==> src/rtl/regfile_sequencer.sv <==
// Operand-fetch / write-back controller driving the Argon register-file command bus.
// Latches indices, reads A and B, hands them to the ALU, then writes the result to rC and optionally F.
package regfile_pkg;
    localparam logic [3:0] COM_NOP      = 4'h0;
    localparam logic [3:0] COM_LATCHSEL = 4'h1;
    localparam logic [3:0] COM_READA    = 4'h2;
    localparam logic [3:0] COM_READB    = 4'h3;
    localparam logic [3:0] COM_LATCHC   = 4'h4;
    localparam logic [3:0] COM_LATCHF   = 4'h5;
endpackage

// state | meaning
// IDLE  | ready for an instruction        SEL  | latch rA/rB/rC selection   RDA | read operand A
// RDB   | read operand B                  EXEC | offer operands to ALU      WAIT| await ALU result / timeout
// WB    | write result to rC              FLG  | write flags to F           DONE| retire pulse
module regfile_sequencer
    import regfile_pkg::*;
#(
    parameter int WORD_WIDTH  = 16,
    parameter int INDEX_WIDTH = 3,
    parameter int CMD_WIDTH   = 4,
    parameter int TIMEOUT     = 64
) (
    input  logic                   i_Clk,
    input  logic                   i_Reset_n,
    input  logic                   i_Instr_Valid,
    output logic                   o_Instr_Ready,
    input  logic [INDEX_WIDTH-1:0] i_IdxA,
    input  logic [INDEX_WIDTH-1:0] i_IdxB,
    input  logic [INDEX_WIDTH-1:0] i_IdxC,
    input  logic [3:0]             i_AluOp,
    input  logic                   i_SetFlags,
    output logic                   o_Rf_Valid,
    output logic [CMD_WIDTH-1:0]   o_Rf_Command,
    output logic [WORD_WIDTH-1:0]  o_Rf_Data,
    input  logic [WORD_WIDTH-1:0]  i_Rf_Data,
    input  logic                   i_Rf_Valid,
    output logic                   o_Alu_Valid,
    input  logic                   i_Alu_Ready,
    output logic [3:0]             o_Alu_Op,
    output logic [WORD_WIDTH-1:0]  o_Alu_A,
    output logic [WORD_WIDTH-1:0]  o_Alu_B,
    input  logic                   i_Alu_Res_Valid,
    input  logic [WORD_WIDTH-1:0]  i_Alu_Result,
    input  logic [7:0]             i_Alu_Flags,
    output logic                   o_Done,
    output logic                   o_Error,
    output logic                   o_Busy
);

    localparam int                CNT_W    = $clog2(TIMEOUT);
    localparam logic [CNT_W-1:0]  CNT_LOAD = CNT_W'(TIMEOUT - 1);

    typedef enum logic [3:0] {
        ST_IDLE, ST_SEL, ST_RDA, ST_RDB, ST_EXEC, ST_WAIT, ST_WB, ST_FLG, ST_DONE
    } state_t;

    state_t                 r_state, w_next;
    logic [INDEX_WIDTH-1:0] r_idx_a, r_idx_b, r_idx_c;
    logic                   r_set_flags;
    logic [3:0]             r_alu_op;
    logic [WORD_WIDTH-1:0]  r_op_a, r_op_b, r_result;
    logic [7:0]             r_flags;
    logic [CNT_W-1:0]       r_cnt;
    logic                   r_error;
    logic                   w_accept, w_timeout;
    logic                   w_rf_valid, w_alu_valid;
    logic [CMD_WIDTH-1:0]   w_rf_cmd;
    logic [WORD_WIDTH-1:0]  w_rf_data;

    assign w_accept  = (r_state == ST_IDLE) && i_Instr_Valid;
    // Down-counter reaches zero on the TIMEOUT-th WAIT cycle.
    assign w_timeout = (r_cnt == '0);

    always_ff @(posedge i_Clk or negedge i_Reset_n) begin
        if (!i_Reset_n) r_state <= ST_IDLE;
        else            r_state <= w_next;
    end

    always_comb begin
        w_next      = r_state;
        w_rf_valid  = 1'b0;
        w_rf_cmd    = CMD_WIDTH'(COM_NOP);
        w_rf_data   = '0;
        w_alu_valid = 1'b0;
        case (r_state)
            ST_IDLE: if (i_Instr_Valid) w_next = ST_SEL;
            ST_SEL: begin
                w_rf_valid = 1'b1;
                w_rf_cmd   = CMD_WIDTH'(COM_LATCHSEL);
                w_rf_data  = WORD_WIDTH'({r_idx_c, r_idx_b, r_idx_a});
                w_next     = ST_RDA;
            end
            ST_RDA: begin
                w_rf_cmd = CMD_WIDTH'(COM_READA);
                w_next   = ST_RDB;
            end
            ST_RDB: begin
                w_rf_cmd = CMD_WIDTH'(COM_READB);
                w_next   = ST_EXEC;
            end
            ST_EXEC: begin
                w_alu_valid = 1'b1;
                if (i_Alu_Ready) w_next = ST_WAIT;
            end
            ST_WAIT: begin
                if (i_Alu_Res_Valid) w_next = ST_WB;
                else if (w_timeout)  w_next = ST_DONE;
            end
            ST_WB: begin
                w_rf_valid = 1'b1;
                w_rf_cmd   = CMD_WIDTH'(COM_LATCHC);
                w_rf_data  = r_result;
                w_next     = r_set_flags ? ST_FLG : ST_DONE;
            end
            ST_FLG: begin
                w_rf_valid = 1'b1;
                w_rf_cmd   = CMD_WIDTH'(COM_LATCHF);
                w_rf_data  = WORD_WIDTH'(r_flags);
                w_next     = ST_DONE;
            end
            ST_DONE: w_next = ST_IDLE;
            default: w_next = ST_IDLE;
        endcase
    end

    always_ff @(posedge i_Clk or negedge i_Reset_n) begin
        if (!i_Reset_n) begin
            r_idx_a     <= '0;
            r_idx_b     <= '0;
            r_idx_c     <= '0;
            r_set_flags <= 1'b0;
            r_alu_op    <= '0;
            r_op_a      <= '0;
            r_op_b      <= '0;
            r_result    <= '0;
            r_flags     <= '0;
            r_cnt       <= '0;
            r_error     <= 1'b0;
        end else begin
            if (w_accept) begin
                r_idx_a     <= i_IdxA;
                r_idx_b     <= i_IdxB;
                r_idx_c     <= i_IdxC;
                r_alu_op    <= i_AluOp;
                r_set_flags <= i_SetFlags;
            end
            case (r_state)
                ST_RDA: begin
                    r_op_a <= i_Rf_Valid ? i_Rf_Data : '0;
                    if (!i_Rf_Valid) r_error <= 1'b1;
                end
                ST_RDB: begin
                    r_op_b <= i_Rf_Valid ? i_Rf_Data : '0;
                    if (!i_Rf_Valid) r_error <= 1'b1;
                end
                ST_EXEC: r_cnt <= CNT_LOAD;
                ST_WAIT: begin
                    // A result on the terminal cycle still takes priority over the timeout.
                    if (i_Alu_Res_Valid) begin
                        r_result <= i_Alu_Result;
                        r_flags  <= i_Alu_Flags;
                    end else if (w_timeout) begin
                        r_error <= 1'b1;
                    end else begin
                        r_cnt <= r_cnt - CNT_W'(1);
                    end
                end
                default: ;
            endcase
        end
    end

    // Ready is gated by reset so every output reads 0 while reset is held.
    assign o_Instr_Ready = (r_state == ST_IDLE) && i_Reset_n;
    assign o_Busy        = (r_state != ST_IDLE);
    assign o_Done        = (r_state == ST_DONE);
    assign o_Error       = r_error;
    assign o_Rf_Valid    = w_rf_valid;
    assign o_Rf_Command  = w_rf_cmd;
    assign o_Rf_Data     = w_rf_data;
    assign o_Alu_Valid   = w_alu_valid;
    assign o_Alu_Op      = r_alu_op;
    assign o_Alu_A       = r_op_a;
    assign o_Alu_B       = r_op_b;

endmodule

==> config.mk <==
export PLATFORM = sky130hd
export DESIGN_NAME = regfile_sequencer
export DESIGN_NICKNAME = d
export VERILOG_FILES = /design/src/rtl/regfile_sequencer.sv
export SDC_FILE = /design/constraint.sdc
export NUM_CORES = 1
export LEC_CHECK = 0
export CORE_ASPECT_RATIO = 1.25
export CORE_MARGIN = 10
export CORE_UTILIZATION = 41
export DETAILED_ROUTE_END_ITERATION = 10
export GPL_TIMING_DRIVEN = 0
export PLACE_DENSITY = 0.76
export SLEW_MARGIN = 0
export SYNTH_ARGS = -nofsm -noshare
export SYNTH_HDL_FRONTEND = slang
export SYNTH_SLANG_ARGS = --single-unit
export TNS_END_PERCENT = 30
==> constraint.sdc <==
create_clock -name i_Clk -period 1.6 [get_ports i_Clk]
set_input_delay 0.16 -clock i_Clk [delete_from_list [all_inputs] [get_ports i_Clk]]
set_output_delay 0.16 -clock i_Clk [all_outputs]
set_load 0.02 [all_outputs]
======== Word level (Yosys, flattened, before mapping) ========
Cells that the tools add are included.
Widths: inputs -> output; s select.
storage, ports and cells
  register bits after elaboration ......... 81
  input port bits ......................... 60
  output and inout bits ................... 62
operators by class
  add/sub/neg operators ................... 1
  equality and inequality tests ........... 15
  multiplexer cells ....................... 18
  reductions and logical operators ........ 13
operator list
  operator             count
  $pmux 16 s3          1
  $pmux 4 s8           1
  $mux 4               5
  $eq 4x3->1 const B   4
  $mux 16              1
  $pmux 3 s5           1
  $mux 6               2
  $ne 2x2->1 const B   6
  $pmux 6 s2           1
  $eq 4x2->1 const B   2
  $logic_not 6->1      1
  $reduce_and 3->1     2
  $sub 6x1->6 const B  1
  $mux 1               5
  $eq 4x1->1 const B   1
  $eq 4x4->1 const B   1
  $logic_not 4->1      1
  $reduce_and 4->1     1
  $reduce_bool 2->1    2
  $reduce_bool 4->1    1
  $ne 3x3->1 const B   1
  $reduce_or 3->1      1
  $logic_and 1x1->1    2
  $pmux 1 s2           1
  other kinds (2)      2

======== Longest topological paths before layout ========
Gate-level depths: netlist of run 1.
  depth after elaboration ................. 4
  gate-level depth with buffers ........... 7
  gate-level depth less buffers ........... 6

======== Worst setup path after synthesis of run 1 ========
No wires, ideal clock.
  path kind ............................... register to output
  start ................................... register r_state[3]
  end ..................................... output port o_Rf_Data[0]
  arrival time ............................ 1.388 ns
  path slack .............................. 0.052 ns
  stages on the path, launching flop included .. 6
  path buffers ............................ 2
  cells stage by stage .................... dfrtp_1 > buf_6 > nor2b_1 > buf_2 > nand2_1 > o21ai_0
between the ends
  word-level cells in the longest chain between the ends .. 2
  elaborated cells between the ends (all ways) .. 4
ends and longest elaborated chain
  item                                      RTL line  source
  from (decl)                               58        state_t r_state, w_next;
  from (signal assigned)                    77        else r_state <= w_next;
  $eq 4x3->1 or $eq 4x1->1 (tied branches)  86        case (r_state)
  $pmux 16 s3 (*)                           86
  to (decl)                                 35        output logic [WORD_WIDTH-1:0] o_Rf_Data,
Every way passes the cells marked *; elsewhere a longest branch is shown, timed or not.

======== Final worst setup path of run 1 ========
  start ................................... register r_state[1]
  end ..................................... output port o_Rf_Data[5]
The elaborated chain is that of the path after synthesis.

==> results of run 1 <==
stage by stage:
step	instances	total power, mW	TNS (ns)	setup WS [ns]
after detailed placement	567	8.16	-12.05	-0.628
after global routing	633	11.7	-14.46	-0.337
after floorplan	327	6.14	0	0.0523
after global placement	566	8.01	-216.53	-2.97
after CTS	601	10.2	-6.76	-0.242
final	633	11.1	-8.64	-0.282
cells by family (layout without fill, tap and decap cells):
group,Yosys count,in the layout
DFF,81,81
AOI/OAI and AO/OA,59,59
and+or+nand+nor,107,107
muxes,48,48
other,1,1
xor gates and xnor gates,1,1
buffers and inverters,28,214
adders and majority gates,2,2
critical path: stages, from the launching register on:
cell and delay [ns]:
dfrtp_1 0.44, buf_6 0.17, nor2b_4 0.11, and2_4 0.16, buf_6 0.13, nand2_2 0.05
o21ai_1 0.11, buf_4 0.18
power by group through the flow:
stage	Clock [mW]	Sequential, mW	Combinational, mW
2_1_floorplan	0	3.79	2.35
3_3_place_gp	0	3.41	4.60
3_5_place_dp	0	3.45	4.71
4_1_cts	1.49	3.45	5.29
5_1_grt	1.55	3.57	6.59
6_report	1.45	3.49	6.16
how the worst min path moves through the flow:
stage | startpoint | end | cells after the start
3_3_place_gp | o_Alu_A[15]$_DFFE_PN0P_ | o_Alu_A[15]$_DFFE_PN0P_ | 2
6_report | i_Rf_Valid | o_Alu_A[5]$_DFFE_PN0P_ | 3
4_1_cts | i_Rf_Valid | o_Alu_A[5]$_DFFE_PN0P_ | 3
2_1_floorplan | i_Reset_n | o_Alu_A[0]$_DFFE_PN0P_ | 0
3_5_place_dp | i_Reset_n | o_Alu_B[4]$_DFFE_PN0N_ | 1
5_1_grt | i_Rf_Valid | o_Alu_A[2]$_DFFE_PN0P_ | 3
sequential cells by signal, indices dropped and copies added, names as in the netlist:
register     flops
o_Alu_A         16
o_Alu_B         16
o_Alu_Op         4
o_Error          1
r_cnt            6
r_flags          8
r_idx_a          3
r_idx_b          3
r_idx_c          3
r_result        16
r_set_flags      1
r_state          4
Yosys cell counts (2+ instances only):
cell | n | area (sq um)
a31oi_1 | 2 | 12.5
mux2i_1 | 10 | 100
dfrtp_1 | 81 | 2030
ha_1 | 2 | 25.0
a21oi_1 | 5 | 25.0
and2_1 | 2 | 12.5
and3_1 | 9 | 56.3
mux2_4 | 20 | 300
nor2_1 | 10 | 37.5
nor3_1 | 2 | 10.0
o21ai_0 | 43 | 215
clkbuf_1 | 9 | 33.8
buf_6 | 4 | 45.0
buf_4 | 2 | 15.0
o21ai_1 | 2 | 10.0
buf_2 | 4 | 20.0
nor2b_1 | 3 | 18.8
nor4_1 | 2 | 12.5
nand2_1 | 66 | 248
mux2_2 | 18 | 203
inv_1 | 9 | 33.8
routing by layer:
| metal | GRT usage, % | wire [microns] | vias to the layer above |
|---|---|---|---|
| met5 | 0 | 0 | - |
| met4 | 6.56 | 274 | 0 |
| met3 | 6.89 | 1020 | 25 |
| met2 | 25.8 | 5730 | 155 |
| met1 | 17.2 | 4670 | 1599 |
| li1 | - | - | 1483 |
final cells by class:
class | instances | share of cell area [%]
clock inverter | 6 | 0.999
tap | 120 | 2.55
inverter | 9 | 0.574
sequential | 81 | 34.5
timing repair buffer | 170 | 28.2
multi-input combinational | 218 | 27.8
buffer | 19 | 3.25
clock buffer | 10 | 2.17
repair_timing:
item	4_1_cts	5_1_grt
hold endpoints to repair	36	81
setup endpoints to repair	76	89
hold buffers	2	1
buffers inserted	13	28
cloned	3	4
pin swaps	8	12
gates resized for setup	182	58
==> results.md, run 1 <==
- Adder-cell share of the synthesized area: 0.687%
- Fin crit period: roughly 1.9 ns
- Placed Area: roughly 5000 sq um
- Post-synthesis register bit count: between 80 and 90
- RePlAce Congestion: a little over 0.8
- Most frequent cells in the layout: 94 x clkdlybuf4s50_1, 80 x dfrtp_1, 56 x nand2_1
- Compound-gate portion of the synthesized area: between 8 and 9%
- Pin count of the biggest net entering global routing: 47
- Drt wl/cell: approximately 18 microns
- Setup WS post-layout: -0.282 ns
- Port bufs: 119
- First drt pass iteration count: 4
- EDFF count, synth: 0
- Number of diodes: 0
- Max Fclk: roughly 530 MHz
- Pwr Density: ~1900 nW/um^2
- Req. time, crit path: 1.44 ns
- Synth Flop Type: dfrtp_1
- Post-synthesis sequential area ratio: 55.7%
- CTS Buf Count: 9
- Commonest non-fill, non-tap cell in the layout: clkdlybuf4s50_1
- Antenna violations before repair: 0
- Core region area: about 8700 sq um
- Layout fillers: about 650
- Mux contribution to synthesized area: approximately 17%
- Status: complete, but fails checks
- Leakage power: 2.75 nW
- Worst endpoint data arrival time: roughly 1.7 ns
- Final slew viol count: 0
- Iter 0 DRT Violations: approximately 150
- Clock group share of total power: roughly an eighth
- Boundary Pins: approximately 120
- Via-to-Cell Ratio: ~5
- Die height: around 130 microns
- Vias in the first global route: about 3300
- Max-Cap Viols: 0
- Row cnt: 38
- Root buffer cell: clkbuf_8
- Clock sink total: 81
- Hold/Removal Path Class: input pin to flop
- Hold_ws: ~0.23 ns
- Simple-gate share of the synthesized area: 13.8%
- Final wirelength: ~12000 microns
- Synth Warn #: 0
- First-pass GRT wire length: 16700 microns
- Ys async rst share: 100%
- CTS max path bufs: 2
- Worst setup SP type: flop
- Multi-input combinational cell area: about 1600 sq um
- Crit path from: r_state[1]$_DFFE_PN0P_
- Worst R2R Path Depth: 6
- H-tree depth: 3
- Post-Route Utilization: about 68%
- Final period util: 118%
- Synth Instances: 327
- Area Growth Syn to Fin: 61.6%
- RR Startpoint: r_state[0]$_DFFE_PN0P_
- Sw Ratio: around 38%
- GRT Total Usage: between 10% and 20%
- Final setup viols: 73
- DIE AREA: about 13000 sq um
- TritonCTS clock tree: yes
- XOR/XNOR Fraction of Synth Area: 0.240%
- Clock transition at path regs: around 0.09 ns
- Cell-internal power: roughly 7 mW
- Syn Nets: 389
- Fin Clk Skew: approximately 0.0083 ns
- Violated checks: setup timing
- DIE WIDTH: 104 microns
- Ratio of cells with drive above 1 in the final layout: a little over a third
- Crit Path Class: flop to output port
- Comb power frac: approximately 56%
- Endpoint type of the worst setup path: output port
- RSZ-0062 raised after global routing: true
- Switching pwr: between 4 and 5 mW
- Mapped Area: roughly 3600 sq um
- Library cells used by synthesis: 43
- Final HPWL DP: 7570 microns
- Sequential cell area: between 2000 and 2500 sq um
- Initial core utilization: about two fifths
- Max VDD drop: approximately 1400 uV
- Grt ovf: 0
- Worst setup path end: o_Rf_Data[5]
- DR vias: roughly 3300
- Mean Syn Cell Area: roughly 11 sq um
- Hold Vio Cnt, Final: 0
- Post-DRT Antenna Nets: 0
- Crit path max fanout: 5
- R2r endpoint: r_result[3]$_DFFE_PN0P_
- Post-layout nets: 570
- DR DRC count: 0
- Worst-Skew Late Latency: ~0.36 ns
- Largest family of logic cells by synthesized area: multiplexers
- R2r setup slk: -0.15 ns
- Fin area: 5880 sq um
- Register share of total power: between 30% and 40%
(Power assumes the default switching activity.)
==> run 2, diff against run 1 <==
- CORE_UTILIZATION: 41 -> 46
- PLACE_DENSITY: 0.76 -> 0.81
- clock period: 1.6 -> 1.79 ns (I/O delays scaled with it)
==> run 2 against run 1 <==
  * Utilization rose by 3.2 points
  * Non-clock buffer count fell by 29
  * Sequential cell count unchanged
  * Sequential power decreased by 12%
  * Clock skew about the same
  * Sequential share of layout area rose by 2.5 points
  * Largest cell class unchanged
  * The flow still finishes with violations (setup timing)
  * Worst hold slack gained 0.029 ns
  * Register-to-register slack improved by 0.19 ns
  * First-iteration DRC count grew 1.3%
  * Total power decreased by 14%
  * Cell area is 6.7% lower
  * Largest power group unchanged
==> results.md, run 2 (same netlist as run 1, synthesis figures left out) <==
- DR vias: 3039 (-6.8%)
- DR DRC count: 0 (unchanged)
- Final setup viols: 10 (-86%)
- Row cnt: 36 (-5.3%)
- Fin area: 5490 sq um (-6.7%)
- Antenna violations before repair: 0 (unchanged)
- Fin crit period: about 1.9 ns
- Area Growth Syn to Fin: 50.7%
- Max Fclk: approximately 540 MHz
- DIE AREA: 11900 sq um (-9.0%)
- Pin count of the biggest net entering global routing: 42 (-11%)
- Clock transition at path regs: 0.08 ns (about the same)
- Iter 0 DRT Violations: 153 (+1.3%)
- Pwr Density: 1730 nW/um^2 (-8.1%)
- Worst-Skew Late Latency: 0.34 ns (-0.02 ns)
- Layout fillers: 566 (-13%)
- Boundary Pins: 122 (unchanged)
- Multi-input combinational cell area: 1570 sq um (-4.0%)
- Via-to-Cell Ratio: 5.24 (+1.7%)
- Max VDD drop: 1020 uV (-29%)
- Initial core utilization: 47.0% (+5.2 points)
- Sequential cell area: 2030 sq um (unchanged)
- Vias in the first global route: 3324 (+0.79%)
- RePlAce Congestion: 0.798 (-2.1%)
- H-tree depth: 3 (unchanged)
- Final wirelength: 10500 microns (-10%)
- Grt ovf: 0 (unchanged)
- Worst endpoint data arrival time: 1.67 ns (-0.05 ns)
- Endpoint type of the worst setup path: output port
- Post-DRT Antenna Nets: 0 (unchanged)
- CTS max path bufs: 2 (unchanged)
- Hold/Removal Path Class: input pin to flop
- DIE WIDTH: 99.6 microns (-4.5%)
- Pre-CTS WS: -0.434 ns (+0.194 ns)
- Placed Area: 4970 sq um (-0.77%)
- Core region area: 7750 sq um (-11%)
- Final slew viol count: 0 (unchanged)
- Root buffer cell: clkbuf_8
- Post-layout nets: 542 (-4.9%)
- Crit path max fanout: 5 (unchanged)
- GRT Total Usage: 17.3% (+1.7 points)
- Leakage power: 2.59 nW (-5.9%)
- CTS Buf Count: 9 (unchanged)
- Final HPWL DP: 7540 microns (-0.40%)
- First drt pass iteration count: 5 (+1)
- Final period util: 103%
- Setup WS post-layout: -0.0621 ns (+0.220 ns)
- Number of diodes: 0 (unchanged)
- Hold Vio Cnt, Final: 0 (unchanged)
- Fin Clk Skew: 0.00829 ns (-0.0000610 ns)
- Clock sink total: 81 (unchanged)
- Worst setup SP type: flop
- Status: complete, but fails checks
- R2r setup slk: 0.04 ns (+0.19 ns)
- Fin cells: 580 (-8.4%)
- Port bufs: 119 (unchanged)
- Die height: 119 microns (-4.7%)
- Drt wl/cell: 18.1 microns (-1.7%)
- Req. time, crit path: 1.61 ns (+0.17 ns)
- Max-Cap Viols: 0 (unchanged)
- Most frequent cells in the layout: 94 x clkdlybuf4s50_1, 80 x dfrtp_1, 63 x nand2_1
- Ratio of cells with drive above 1 in the final layout: 27.8% (-7.3 points)
- Dpl cells: 542 (-4.4%)
- First-pass GRT wire length: 16800 microns (+0.50%)
- Crit Path Class: flop to output port
- Violated checks: setup timing
- Hold_ws: 0.254 ns (+0.0285 ns)
- Commonest non-fill, non-tap cell in the layout: clkdlybuf4s50_1
- TritonCTS clock tree: yes
- Total chip power: 9.52 mW (-14%)
- RSZ-0062 raised after global routing: true
run 2: changes by cell type in the layout (fill, tap and decap cells not counted), sizes merged:
cell | before | now
buf | 86 | 49
clkdlybuf4s15 | 0 | 2
clkbuf | 18 | 26
clkinv | 5 | 2
bufinv | 1 | 2
nand2 | 67 | 68
run 2: report_power, final:
part / switching (mW) / total (mW) / internal, mW
combinational: 2.41 / 4.89 / 2.48
sequential: 0.458 / 3.08 / 2.62
clock: 0.647 / 1.55 / 0.901
total: 3.51 / 9.52 / 6.00
run 2: area by class of cell:
class / count / share of cell area (%)
Buffer: 18 / 2.83
Clock buffer: 12 / 3.01
Clock inverter: 4 / 1.35
Inverter: 9 / 0.616
Multi-Input combinational cell: 219 / 28.6
Sequential cell: 81 / 37.0
Tap cell: 95 / 2.17
Timing Repair Buffer: 142 / 24.4
run 2: worst paths after layout:
| check | end | startpoint | cells past startpoint |
|---|---|---|---|
| worst max register to register | r_result[1]$_DFFE_PN0P_ | r_state[1]$_DFFE_PN0P_ | 6 |
| worst min register to register | o_Error$_DFFE_PN0P_ | o_Error$_DFFE_PN0P_ | 2 |
| worst max-delay path | o_Rf_Data[0] | r_state[3]$_DFFE_PN0P_ | 7 |
| worst min-delay path | o_Alu_A[3]$_DFFE_PN0P_ | i_Rf_Valid | 3 |
| max in group asynchronous | r_state[2]$_DFFE_PN0P_ | i_Reset_n | 3 |
| min in group asynchronous | o_Alu_B[2]$_DFFE_PN0N_ | i_Reset_n | 3 |
run 2: repair_timing:
item / 4_1_cts / 5_1_grt
resized for setup: 128 / 43
gates cloned: 1 / 2
pin swaps: 4 / 2
buffers inserted: 11 / 7
hold endpoints to repair: 40 / 0
setup endpoints to repair: 24 / 44
hold buffers: 2 / 0
run 2: worst max-delay path, stage by stage, from the launching register on:
cell and delay, ns:
dfrtp_1 0.38, buf_6 0.13, nor2_4 0.19, and2_4 0.19
buf_6 0.12, nand2_1 0.05, o21ai_1 0.10, buf_4 0.17
run 2: per-stage QoR:
stage | utilization (%) | TNS, ns
after floorplan | - | 0
after global placement | 63.9 | -190.99
after detailed placement | 64.1 | -4.54
after CTS | 69.6 | -0.168
after global routing | 70.8 | -0.981
final | 70.8 | -0.278
run 2: layer usage:
layer  track usage (%)  vias to the layer above  share of wire (%)
met1              19.9                     1459                 40
met2              28.3                      147                 48
met3              7.52                       12                 11
li1                  -                     1421                  -
met4              5.66                        0                1.3
met5                 0                        -                  0
==> run 3, diff against run 2 <==
- CAP_MARGIN: not set -> 10
==> results of run 3 <==
The final DEF is identical to that of run 2; final timing and power are the same.
